`src/rtl/mcu_pkg.sv`:
```
// Shared encodings for the MCU control unit: FSM states, instruction fields, flag indices.
// Optional single-step input is enabled by defining MCU_SINGLE_STEP_EN.
package mcu_pkg;

    localparam logic [1:0] ST_FETCH   = 2'd0;
    localparam logic [1:0] ST_DECODE  = 2'd1;
    localparam logic [1:0] ST_EXECUTE = 2'd2;
    localparam logic [1:0] ST_HALT    = 2'd3;

    localparam int unsigned IR_W = 12;

    // Instruction classes, ir[11:10]
    localparam logic [1:0] CLS_CTRL = 2'b00;
    localparam logic [1:0] CLS_ALU  = 2'b01;
    localparam logic [1:0] CLS_DATA = 2'b10;
    localparam logic [1:0] CLS_HALT = 2'b11;

    // Control sub-ops, ir[9:8]
    localparam logic [1:0] CTL_NOP = 2'b00;
    localparam logic [1:0] CTL_JMP = 2'b01;
    localparam logic [1:0] CTL_JZ  = 2'b10;
    localparam logic [1:0] CTL_JC  = 2'b11;

    localparam int unsigned FLAG_Z = 3;
    localparam int unsigned FLAG_C = 2;
    localparam int unsigned FLAG_S = 1;
    localparam int unsigned FLAG_O = 0;

    localparam int unsigned CLS_MSB  = 11;
    localparam int unsigned CLS_LSB  = 10;
    localparam int unsigned SUB_MSB  = 9;
    localparam int unsigned SUB_LSB  = 8;
    localparam int unsigned MODE_MSB = 7;
    localparam int unsigned MODE_LSB = 4;
    localparam int unsigned DEST_BIT = 8;
    localparam int unsigned ADDR_MSB = 3;
    localparam int unsigned ADDR_LSB = 0;
    localparam int unsigned IMM_MSB  = 7;
    localparam int unsigned IMM_LSB  = 0;

    typedef struct packed {
        logic alu;
        logic acc_from_alu;
        logic acc_from_imm;
        logic dmem_we;
        logic dmem_from_alu;
        logic sr_we;
        logic jump;
        logic halt;
    } exec_ctrl_t;

    // Side effects of the instruction held in ir, evaluated against the current sr.
    function automatic exec_ctrl_t decode_exec(input logic [IR_W-1:0] ir, input logic [3:0] sr);
        exec_ctrl_t c;
        c = '0;
        case (ir[CLS_MSB:CLS_LSB])
            CLS_CTRL: begin
                case (ir[SUB_MSB:SUB_LSB])
                    CTL_JMP: c.jump = 1'b1;
                    CTL_JZ:  c.jump = sr[FLAG_Z];
                    CTL_JC:  c.jump = sr[FLAG_C];
                    default: c.jump = 1'b0;
                endcase
            end
            CLS_ALU: begin
                c.alu   = 1'b1;
                c.sr_we = 1'b1;
                if (ir[DEST_BIT]) begin
                    c.dmem_we       = 1'b1;
                    c.dmem_from_alu = 1'b1;
                end else begin
                    c.acc_from_alu = 1'b1;
                end
            end
            CLS_DATA: begin
                if (ir[DEST_BIT]) c.dmem_we = 1'b1;
                else              c.acc_from_imm = 1'b1;
            end
            default: c.halt = 1'b1;
        endcase
        return c;
    endfunction

endpackage

```
`src/rtl/mcu_data_mem.sv`:
```
// Data memory register file: asynchronous read, synchronous write, synchronous clear on rst.
// Single shared address for the read and write port.
module mcu_data_mem #(
    parameter int unsigned DEPTH = 16,
    parameter int unsigned AW    = $clog2(DEPTH)
) (
    input  logic          clk,
    input  logic          rst,
    input  logic          we,
    input  logic [AW-1:0] addr,
    input  logic [7:0]    wdata,
    output logic [7:0]    rdata
);

    logic [7:0] mem_q [DEPTH];

    // Reset takes priority so a write pending in the reset cycle is dropped.
    always_ff @(posedge clk) begin
        if (rst) begin
            for (int i = 0; i < int'(DEPTH); i++) begin
                mem_q[i] <= 8'h00;
            end
        end else if (we) begin
            mem_q[addr] <= wdata;
        end
    end

    assign rdata = mem_q[addr];

endmodule

```
`src/rtl/mcu_control_unit.sv`:
```
// Fetch/decode/execute sequencer for the 8-bit MCU; drives the ALU and owns PC/ACC/SR/DMEM.
// Define MCU_SINGLE_STEP_EN to add the `step` input that gates FETCH one instruction at a time.
module mcu_control_unit
    import mcu_pkg::*;
#(
    parameter int unsigned IMEM_AW    = 8,
    parameter int unsigned DMEM_DEPTH = 16
) (
`ifdef MCU_SINGLE_STEP_EN
    input  logic               step,
`endif
    input  logic               clk,
    input  logic               rst,
    output logic [IMEM_AW-1:0] imem_addr,
    input  logic [IR_W-1:0]    imem_rdata,
    output logic [7:0]         alu_op1,
    output logic [7:0]         alu_op2,
    output logic [3:0]         alu_mode,
    output logic               alu_en,
    input  logic [7:0]         alu_out,
    input  logic [3:0]         alu_cflags,
    output logic [7:0]         acc_out,
    output logic [3:0]         sr_out,
    output logic [IMEM_AW-1:0] pc_out,
    output logic               halted
);

    localparam int unsigned DMEM_AW = $clog2(DMEM_DEPTH);

    logic [1:0]         state_q, state_d;
    logic [IMEM_AW-1:0] pc_q, pc_d;
    logic [7:0]         acc_q, acc_d;
    logic [3:0]         sr_q, sr_d;
    logic [IR_W-1:0]    ir_q, ir_d;

    logic               fetch_go;
    exec_ctrl_t         ctrl;
    logic               dmem_we;
    logic [7:0]         dmem_wdata;
    logic [7:0]         dmem_rdata;

`ifdef MCU_SINGLE_STEP_EN
    assign fetch_go = step;
`else
    assign fetch_go = 1'b1;
`endif

    assign ctrl = decode_exec(ir_q, sr_q);

    always_comb begin
        state_d    = state_q;
        pc_d       = pc_q;
        acc_d      = acc_q;
        sr_d       = sr_q;
        ir_d       = ir_q;
        dmem_we    = 1'b0;
        dmem_wdata = acc_q;
        case (state_q)
            ST_FETCH: begin
                if (fetch_go) state_d = ST_DECODE;
            end
            ST_DECODE: begin
                ir_d    = imem_rdata;
                state_d = ST_EXECUTE;
            end
            ST_EXECUTE: begin
                state_d = ST_FETCH;
                pc_d    = pc_q + IMEM_AW'(1);
                if (ctrl.jump)         pc_d  = IMEM_AW'(ir_q[IMM_MSB:IMM_LSB]);
                if (ctrl.sr_we)        sr_d  = alu_cflags;
                if (ctrl.acc_from_alu) acc_d = alu_out;
                if (ctrl.acc_from_imm) acc_d = ir_q[IMM_MSB:IMM_LSB];
                dmem_we    = ctrl.dmem_we;
                dmem_wdata = ctrl.dmem_from_alu ? alu_out : acc_q;
                if (ctrl.halt) begin
                    pc_d    = pc_q;
                    state_d = ST_HALT;
                end
            end
            ST_HALT: state_d = ST_HALT;
            default: state_d = ST_FETCH;
        endcase
    end

    always_ff @(posedge clk) begin
        if (rst) begin
            state_q <= ST_FETCH;
            pc_q    <= '0;
            acc_q   <= 8'h00;
            sr_q    <= 4'h0;
            ir_q    <= '0;
        end else begin
            state_q <= state_d;
            pc_q    <= pc_d;
            acc_q   <= acc_d;
            sr_q    <= sr_d;
            ir_q    <= ir_d;
        end
    end

    mcu_data_mem #(
        .DEPTH (DMEM_DEPTH),
        .AW    (DMEM_AW)
    ) u_data_mem (
        .clk   (clk),
        .rst   (rst),
        .we    (dmem_we),
        .addr  (ir_q[DMEM_AW-1:0]),
        .wdata (dmem_wdata),
        .rdata (dmem_rdata)
    );

    assign imem_addr = pc_q;
    assign pc_out    = pc_q;
    assign acc_out   = acc_q;
    assign sr_out    = sr_q;
    assign alu_op1   = acc_q;
    assign alu_op2   = dmem_rdata;
    assign alu_mode  = ir_q[MODE_MSB:MODE_LSB];
    assign alu_en    = (state_q == ST_EXECUTE) && ctrl.alu;
    assign halted    = (state_q == ST_HALT);

endmodule

```
`config.mk`:
```
export PLATFORM = sky130hd
export DESIGN_NAME = mcu_control_unit
export DESIGN_NICKNAME = d
export VERILOG_FILES = /design/src/rtl/mcu_pkg.sv /design/src/rtl/mcu_data_mem.sv /design/src/rtl/mcu_control_unit.sv
export SDC_FILE = /design/constraint.sdc
export NUM_CORES = 1
export LEC_CHECK = 0
export ABC_AREA = 1
export BUFFER_PORTS_ARGS = -buffer_cell sky130_fd_sc_hd__buf_2
export CAP_MARGIN = 15
export CORE_ASPECT_RATIO = 1.4
export CORE_UTILIZATION = 54
export DETAILED_ROUTE_END_ITERATION = 8
export GPL_TIMING_DRIVEN = 0
export PLACE_DENSITY = 0.76
export SLEW_MARGIN = 20
export SYNTH_ARGS = -nofsm -noshare
export SYNTH_HDL_FRONTEND = slang
export SYNTH_SLANG_ARGS = --single-unit
```
`constraint.sdc`:
```
create_clock -name clk -period 1.93 [get_ports clk]
set_input_delay 0.193 -clock clk [delete_from_list [all_inputs] [get_ports clk]]
set_output_delay 0.193 -clock clk [all_outputs]
set_load 0.01 [all_outputs]
```
* Word level (Yosys, flattened, before mapping)
Memory sizes are Yosys's and may differ from the RTL's. A register that Yosys moved wholly into a read port is not among the register bits.
Index checks and enable logic that the tools add are counted.
** Word-level totals
- Register bits :: 34
- Bits in writable memories :: 128
- Bits of input ports :: 26
- Output and inout bits :: 50
- Word-level logic and storage cells :: 51
- Memories :: 1
** Memory list
- u_data_mem.mem_q :: depth 16, bits a word 8, rd ports 1, clocked after memory_dff 1, write ports 16, RTL line mcu_data_mem.sv:15 : logic [7:0] mem_q [DEPTH];
** Operators by class
- Add/sub/neg operators :: 1
- Equal/unequal tests :: 8
- Multiplexer cells :: 27
- Reductions and logical operators :: 9
** Operator list (count)
- 8-bit two-way mux :: 6
- 4-bit two-way mux :: 3
- 1-bit two-way mux :: 11
- 2-bit equality test, second input constant :: 5
- 8-bit by 1-bit adder with 8-bit output, second input constant :: 1
- 2-bit two-way mux :: 4
- 2-bit one-hot mux with 4 select lines :: 1
- 8-bit OR reduction :: 1
- 2-bit by 1-bit equality test with 1-bit output, second input constant :: 3
- 2-bit AND reduction :: 3
- 2-bit zero test :: 2
- 1-bit one-hot mux with 3 select lines :: 1
- 3-bit OR reduction :: 1
- 1-bit one-hot mux with 2 select lines :: 1
- 2-bit nonzero test :: 1
- 1-bit logical AND :: 1

* Longest topological paths before layout
Gate-level depths: netlist of run 1.
- Word-level depth :: 8
- Depth in mapped cells :: 10
- Depth with buffers taken out :: 8

* By module
From an unflattened synthesis of run 1, not the netlist that was laid out.
** Second synthesis, totals
- Cells, all modules :: 990
- Area, all modules :: 7922.6 µm²
** Modules (own cells, without submodules)
- mcu_data_mem :: times used 1, cells each 705, area an instance 6050.8 µm², sequential area each 3843.7 µm²
- mcu_control_unit :: times used 1, cells each 285, area an instance 1871.8 µm², sequential area each 680.7 µm²

* Worst setup path before layout of run 1
No wires, ideal clock.
- Path kind :: register to register
- Start :: reg ir_q[10]
- End :: mem u_data_mem.mem_q[10][0], enable pin
- Library setup time :: 0.329 ns
- Data arrival time :: 1.568 ns
- Data required time :: 1.601 ns
- Slack :: 0.033 ns
- Stages on the path, launching flop included :: 9
- Buffers on the path :: 0
- Clock period less this slack :: 1.897 ns
- Cell sequence :: dfxtp_1 inv_1 ha_1 nand2_1 nor2_1 nand2_2 nor3_4 nand2_2 nand2_1
** RTL lines
- from (decl) :: RTL line mcu_control_unit.sv:34 : logic [IR_W-1:0] ir_q, ir_d;
- from (signal assigned) :: RTL line mcu_control_unit.sv:97 : ir_q <= ir_d;
- to (decl) :: RTL line mcu_data_mem.sv:15

==> results.ini, run 1 <==
[synthesis]
synth_seq_cells = 166
synthFlopType = edfxtp_1
async_reset_ff_frac = 0
synth_top_family_by_area = simple AND/OR/NAND/NOR gates
yosysWarnings = 0
synth_edf_count = 128
synth_cell_types = 24
synth_fa_ha_area_frac = 0.00752
synth_mux_area_frac = 0
syn_avg_cell_area_um2 = 8.46
syn_area_mm2 = 0.00831
synth_fp_nets = 1014
ys_seq_area_frac = 0.554
synth_compound_area_frac = 0.0445
postSynthCellCount = 983
synth_xor_area_frac = 0
yosys.area_share.simple = 0.286

[power_and_ir_drop]
fin_total_pwr_w = 0.00861
peakVddDrop_mv = 0.638
leakage_nw = 4.64
powerDensity_mw_per_mm2 = 822

[drt]
firstDrtPassIters = 7
drc = 0
wl_per_cell_um = 17.7
drtIter0Drc = 537
vias = 6976
viasPerCell = 5.30
wirelength_um = 23300
ant_nets = 0

[setup_path]
end_kind = output port
path_common_cell = nand3_1
path_cells = buf_12 -> buf_8 -> nand2_1 -> nand3_1 -> nand3_1 -> nand3_1 -> nand2_1 -> buf_2
worstSetupPathType = reg2out
rrSetupSlack_ps = 20
path_buf_inv = 3
cp_top_family = simple AND/OR/NAND/NOR gates
crit_fanout = 7
critPathLaunchType = flip-flop
max_stage_delay_ps = 360
critPathRequiredTime_ps = 1740
crit_arrival_ps = 1790
cpMaxStageDelayCell = dfxtp_4

[finish]
drive_above_1_share = 0.244
fillerInstances = 1085
area_delta_synth_final_pct = 25.9
diodes = 0
nets = 1141
fin_util = 0.696

[timing]
drv_slew = 0
tightest_slew_ps = 963
post-route-min-period_ps = 1980
fin_crit_sh = 1.03
rsz0062_at_grt = yes
fin_skew_ps = 10.7
slew_headroom = 0.358
tns_ps = -139
hold_viol_final = 0
fmax_mhz = 504
setup_violations = 5
final_critical_path_setup_slack_ps = -52.9

[cts]
cts_tree = built
clkSinkCount = 166
cts_max_level = 4
cts-root-buf = clkbuf_16
path_clk_slew_ps = 70
clockBufferDepth = 2
numCtsBuffers = 17
insertion_delay_ps = 430

[global_routing]
overflow = 0
antenna_found_initial = 0
grt_start_max_net_pins = 17
grt_pass1_wl_um = 33700
grt_usage = 0.292
grt_pass1_vias = 6493

[floorplan]
num_rows = 53
core_mm2 = 0.0151
initial_core_util = 0.552
die_w_um = 107
dieHeight_um = 149
die_area_mm2 = 0.0159
io_pins = 76

[place]
preCtsSetupSlack_ps = -362
hpwl_um = 15400
gp_congestion = 0.963
io_buffers = 75

[run_status]
violations = negative setup slack
status = finished, violations left

[run]
drv_cap = 0

[hold_path]
hold_class = in2reg

[cell type report]
| type | count | area (µm²) | area share |
|---|---|---|---|
| sequential | 166 | 4610 | 0.441 |
| clock buffer | 18 | 429 | 0.0410 |
| tap | 192 | 240 | 0.0229 |
| multi-input combinational | 619 | 3280 | 0.313 |
| buffer | 58 | 552 | 0.0527 |
| inverter | 137 | 519 | 0.0496 |
| timing repair buffer | 111 | 732 | 0.0699 |
| clock inverter | 14 | 104 | 0.00992 |
[cell usage in the layout (no fill, tap or decap), types with 3 or more instances in the layout]
cell type | synthesis | layout
edfxtp_1 | 128 | 128
clkinv_4 | 0 | 3
clkinvlp_4 | 0 | 4
buf_4 | 20 | 44
buf_8 | 0 | 5
clkbuf_8 | 0 | 7
nand2_8 | 0 | 19
nand3b_1 | 3 | 3
nand2_1 | 243 | 226
nand3_1 | 108 | 99
dlygate4sd3_1 | 0 | 3
buf_12 | 1 | 3
a21oi_1 | 13 | 13
o21ai_4 | 8 | 8
nor3_4 | 4 | 4
clkbuf_4 | 0 | 3
ha_1 | 5 | 4
inv_2 | 2 | 4
o21ai_0 | 35 | 35
dfxtp_2 | 0 | 4
nor2_1 | 173 | 166
nand3_2 | 0 | 9
dfxtp_1 | 38 | 33
nor2_2 | 3 | 7
buf_2 | 3 | 79
nor2_4 | 1 | 4
inv_1 | 135 | 131
nand2_4 | 3 | 18
buf_6 | 8 | 15
clkbuf_2 | 0 | 3
clkbuf_1 | 23 | 4
clkbuf_16 | 0 | 20
[synthesized netlist by cell type (4+ instances only)]
library cell | number | share of area
a21oi_1 | 13 | 0.0078
buf_1 | 6 | 0.0027
buf_4 | 20 | 0.018
buf_6 | 8 | 0.011
clkbuf_1 | 23 | 0.010
dfxtp_1 | 38 | 0.091
edfxtp_1 | 128 | 0.46
ha_1 | 5 | 0.0075
inv_1 | 135 | 0.061
nand2_1 | 243 | 0.11
nand2_2 | 18 | 0.014
nand3_1 | 108 | 0.065
nor2_1 | 173 | 0.078
nor3_4 | 4 | 0.0078
o21ai_0 | 35 | 0.021
o21ai_4 | 8 | 0.016
[registers in the layout, summed over array words and instances, names as in the netlist, named ones only]
| register | cells |
|---|---|
| acc_out | 8 |
| imem_addr | 8 |
| ir_q | 12 |
| sr_out | 4 |
| state_q | 2 |
| u_data_mem.mem_q | 128 |
[worst min-delay path, stage by stage]
cell	delay, ps
buf_2	80
nor2_1	30
nor2_1	90
[timing repair]
action	in CTS	in global routing
hold buffers	3	0
hold endpoints to repair	3	0
pin swaps	18	11
setup buffers	27	3
setup endpoints to repair	216	264
resized for setup	132	45
cloned	1	2
[power breakdown]
part | internal [W] | leakage, nW | switching, W
registers | 0.00398 | 1.63 | 0.000109
clock network | 0.00165 | 0.244 | 0.00144
logic | 0.000515 | 2.76 | 0.000917
[cells by family after synthesis]
family	Yosys count
AO/OA/AOI/OAI	56
adder cells (fa/ha/maj)	5
buffers and inverters	198
flip-flops	166
AND/OR/NAND/NOR	558
[routing by layer]
| metal | part of all wire | vias up | global-route usage | wire, µm |
|---|---|---|---|---|
| li1 | - | 3346 | - | - |
| met1 | 0.34 | 3137 | 0.316 | 7870 |
| met2 | 0.52 | 392 | 0.516 | 12100 |
| met3 | 0.076 | 101 | 0.0472 | 1770 |
| met4 | 0.066 | 0 | 0.209 | 1530 |
| met5 | 0 | - | 0 | 0 |
[through the flow]
| step | area [µm²] | instances | hold slack, ps |
|---|---|---|---|
| after floorplan | 8310 | 983 | 262 |
| after global routing | 10500 | 1315 | 25.6 |
| after global placement | 8930 | 1250 | 388 |
| after CTS | 10200 | 1311 | 2.38 |
| after detailed placement | 8930 | 1250 | 395 |
| final | 10500 | 1315 | 2.44 |
[final timing paths]
path                 startpoint                      to  cells past startpoint
setup / recovery      flip-flop              alu_op2[7]                      8
hold / removal    alu_cflags[3]               sr_out[3]                      3
setup reg to reg       ir_q[11]  u_data_mem.mem_q[4][2]                      9
hold reg to reg         ir_q[6]                 ir_q[6]                      2
Note: power is estimated with default switching activity, not from simulation.
==> inputs of run 2 (changes only) <==
--- a/config.mk
+++ b/config.mk
@@ -13,5 +13,5 @@
 export DETAILED_ROUTE_END_ITERATION = 8
 export GPL_TIMING_DRIVEN = 0
-export PLACE_DENSITY = 0.76
+export PLACE_DENSITY = 0.79
 export SLEW_MARGIN = 20
 export SYNTH_ARGS = -nofsm -noshare
==> constraint.sdc (replaced) <==
create_clock -name clk -period 1.93 [get_ports clk]
set_input_delay 0.386 -clock clk [delete_from_list [all_inputs] [get_ports clk]]
set_output_delay 0.386 -clock clk [all_outputs]
set_load 0.01 [all_outputs]
==> run 2 against run 1 <==
  * The flow still finishes with violations (negative setup slack)
  * Core utilization is 1.9 points higher
  * Maximum frequency down 11%
  * Combinational power rose by 16%
  * Largest cell class unchanged
==> results.ini, run 2 (same netlist as run 1, synthesis figures left out) <==
[finish]
fin_util = 0.714
layout_common_cells = nand2_1 (215), nor2_1 (167), inv_1 (131)
reg_top3 = u_data_mem.mem_q (128), ir_q (12)
drive_above_1_share = 0.287
diodes = 0
area_delta_synth_final_pct = 29.3
fin_area_mm2 = 0.0107
nets = 1140
largest_register_ffs = 128
layout_commonest_cell = nand2_1
regMostFlops = u_data_mem.mem_q

[run_status]
violations = negative setup slack
status = finished, violations left

[drt]
dr.max_layer_used = met4
wl_per_cell_um = 19.8
wl_met2_um = 13100
firstDrtPassIters = 6
viasPerCell = 5.58
drtIter0Drc = 649
ant_nets = 0
wirelength_um = 26000
met3_wirelength_um = 2270
vias = 7330
drc = 0
wirelength_met1_um = 8380

[global_routing]
grt_pass1_vias = 6819
overflow = 0
antenna_found_initial = 0
grt_pass1_wl_um = 35800
grt_usage = 0.308
grt_start_max_net_pins = 17

[setup_path]
max_stage_delay_ps = 430
critPathCapture = alu_op2[4]
r2r_end = u_data_mem.mem_q[8][6]
cp_top_family = simple AND/OR/NAND/NOR gates
critPathLaunchType = flip-flop
worstSetupPathType = reg2out
end_kind = output port
cpMaxStageDelayCell = dfxtp_4
path_cells = clkbuf_16 -> clkbuf_16 -> nand2_1 -> nand3_1 -> nand3_2 -> nand3_2 -> nand2_1 -> buf_2
worst-r2r-cell-count = 10
rrSetupSlack_ps = 0
crit_fanout = 5
critPathRequiredTime_ps = 1540
path_buf_inv = 3
cp.depth = 8
crit_arrival_ps = 1830
r2r-start = ir_q[10]

[timing]
fmax_mhz = 451
tightest_slew_ps = 979
fin_skew_ps = 12.9
final_critical_path_setup_slack_ps = -288
post-route-min-period_ps = 2220
rsz0062_at_grt = yes
drv_slew = 0
hold_viol_final = 0
slew_headroom = 0.347
setup_violations = 10
fin_crit_sh = 1.15

[power_and_ir_drop]
netSwitchingPower_w = 0.00258
peakVddDrop_mv = 0.641
powerDensity_mw_per_mm2 = 832
leakage_nw = 4.85
p_clk_frac = 0.356
pwr-share-comb = 0.185
seq_power_share = 0.459
p_int_w = 0.00636
sw_frac_of_total = 0.288

[hold_path]
hold_class = in2reg

[place]
gp_congestion = 0.952
io_buffers = 75
hpwl_um = 15800
place_area_mm2 = 0.00893
preCtsSetupSlack_ps = -399

[floorplan]
io_pins = 76
dieHeight_um = 149
core_mm2 = 0.0151
num_rows = 53
die_area_mm2 = 0.0159
die_w_um = 107
initial_core_util = 0.552

[cts]
numCtsBuffers = 17
path_clk_slew_ps = 60
cts_max_level = 4
cts_tree = built
clkSinkCount = 166
cts-root-buf = clkbuf_16
clockBufferDepth = 2
insertion_delay_ps = 440

[run]
drv_cap = 0

## run 2: cell types whose count changed in the layout (fill, tap and decap cells not counted), moves of 5 or more
cell,before,now
nand3_1,99,60
buf_12,3,8
nand2_4,18,25
nand2_1,226,215
nand2_2,1,12
nand3_2,9,47
nand2_8,19,12
## run 2: per-layer routing
layer | vias to the layer above | GRT usage
met5 | - | 0
met4 | 0 | 0.192
met3 | 165 | 0.0502
met2 | 471 | 0.560
met1 | 3341 | 0.330
li1 | 3353 | -
## run 2: power by group through the flow
| stage | combinational [W] | sequential [W] | clock [W] |
|---|---|---|---|
| final | 0.00166 | 0.00410 | 0.00318 |
| after global routing | 0.00175 | 0.00411 | 0.00330 |
| after CTS | 0.00132 | 0.00408 | 0.00313 |
| after detailed placement | 0.00118 | 0.00414 | 0 |
| after global placement | 0.00116 | 0.00413 | 0 |
| after floorplan | 0.000744 | 0.00412 | 0 |
## run 2: worst min-delay path by stage
stage / slack [ps] / from / cells past startpoint / end
after floorplan: 450 / ir_q[6] / 2 / ir_q[6]
after global placement: 470 / state_q[0] / 2 / state_q[1]
after detailed placement: 480 / state_q[0] / 2 / state_q[1]
after CTS: 180 / alu_cflags[1] / 3 / sr_out[1]
after global routing: 190 / alu_cflags[0] / 3 / sr_out[0]
final: 180 / alu_cflags[3] / 3 / sr_out[3]
## run 2: layout make-up
| class | count | area, µm² |
|---|---|---|
| buffer | 58 | 584 |
| inverter | 137 | 522 |
| tap | 192 | 240 |
| clock inverter | 14 | 111 |
| sequential | 166 | 4620 |
| multi-input combinational | 619 | 3440 |
| fill | 994 | 4300 |
| timing repair buffer | 110 | 810 |
| clock buffer | 18 | 429 |
## run 2: repair_timing
action,in CTS,in global routing
gates resized for setup,134,95
endpoints found under the setup margin,216,176
cloned,0,6
hold buffers,0,0
pin swaps,15,43
buffers inserted,18,11
## run 2: worst reg2reg max path, cell delays in order, from the launching register on
cell and delay (ps):
dfxtp_2 350, inv_2 60, ha_4 270, nand2_4 50, nor2_4 110, nand2_4 110
nor3_4 160, buf_6 190, buf_12 130, nand2_8 60, nand2_8 160
## run 2: stage by stage
step	cells	hold slack (ps)	total power, W	TNS [ps]
floorplan	983	453	0.00486	0
global placement	1250	470	0.00529	-35550
detailed placement	1250	484	0.00531	-45950
CTS	1298	182	0.00853	-1490
global route	1314	186	0.00917	-3420
finish	1314	178	0.00894	-1780
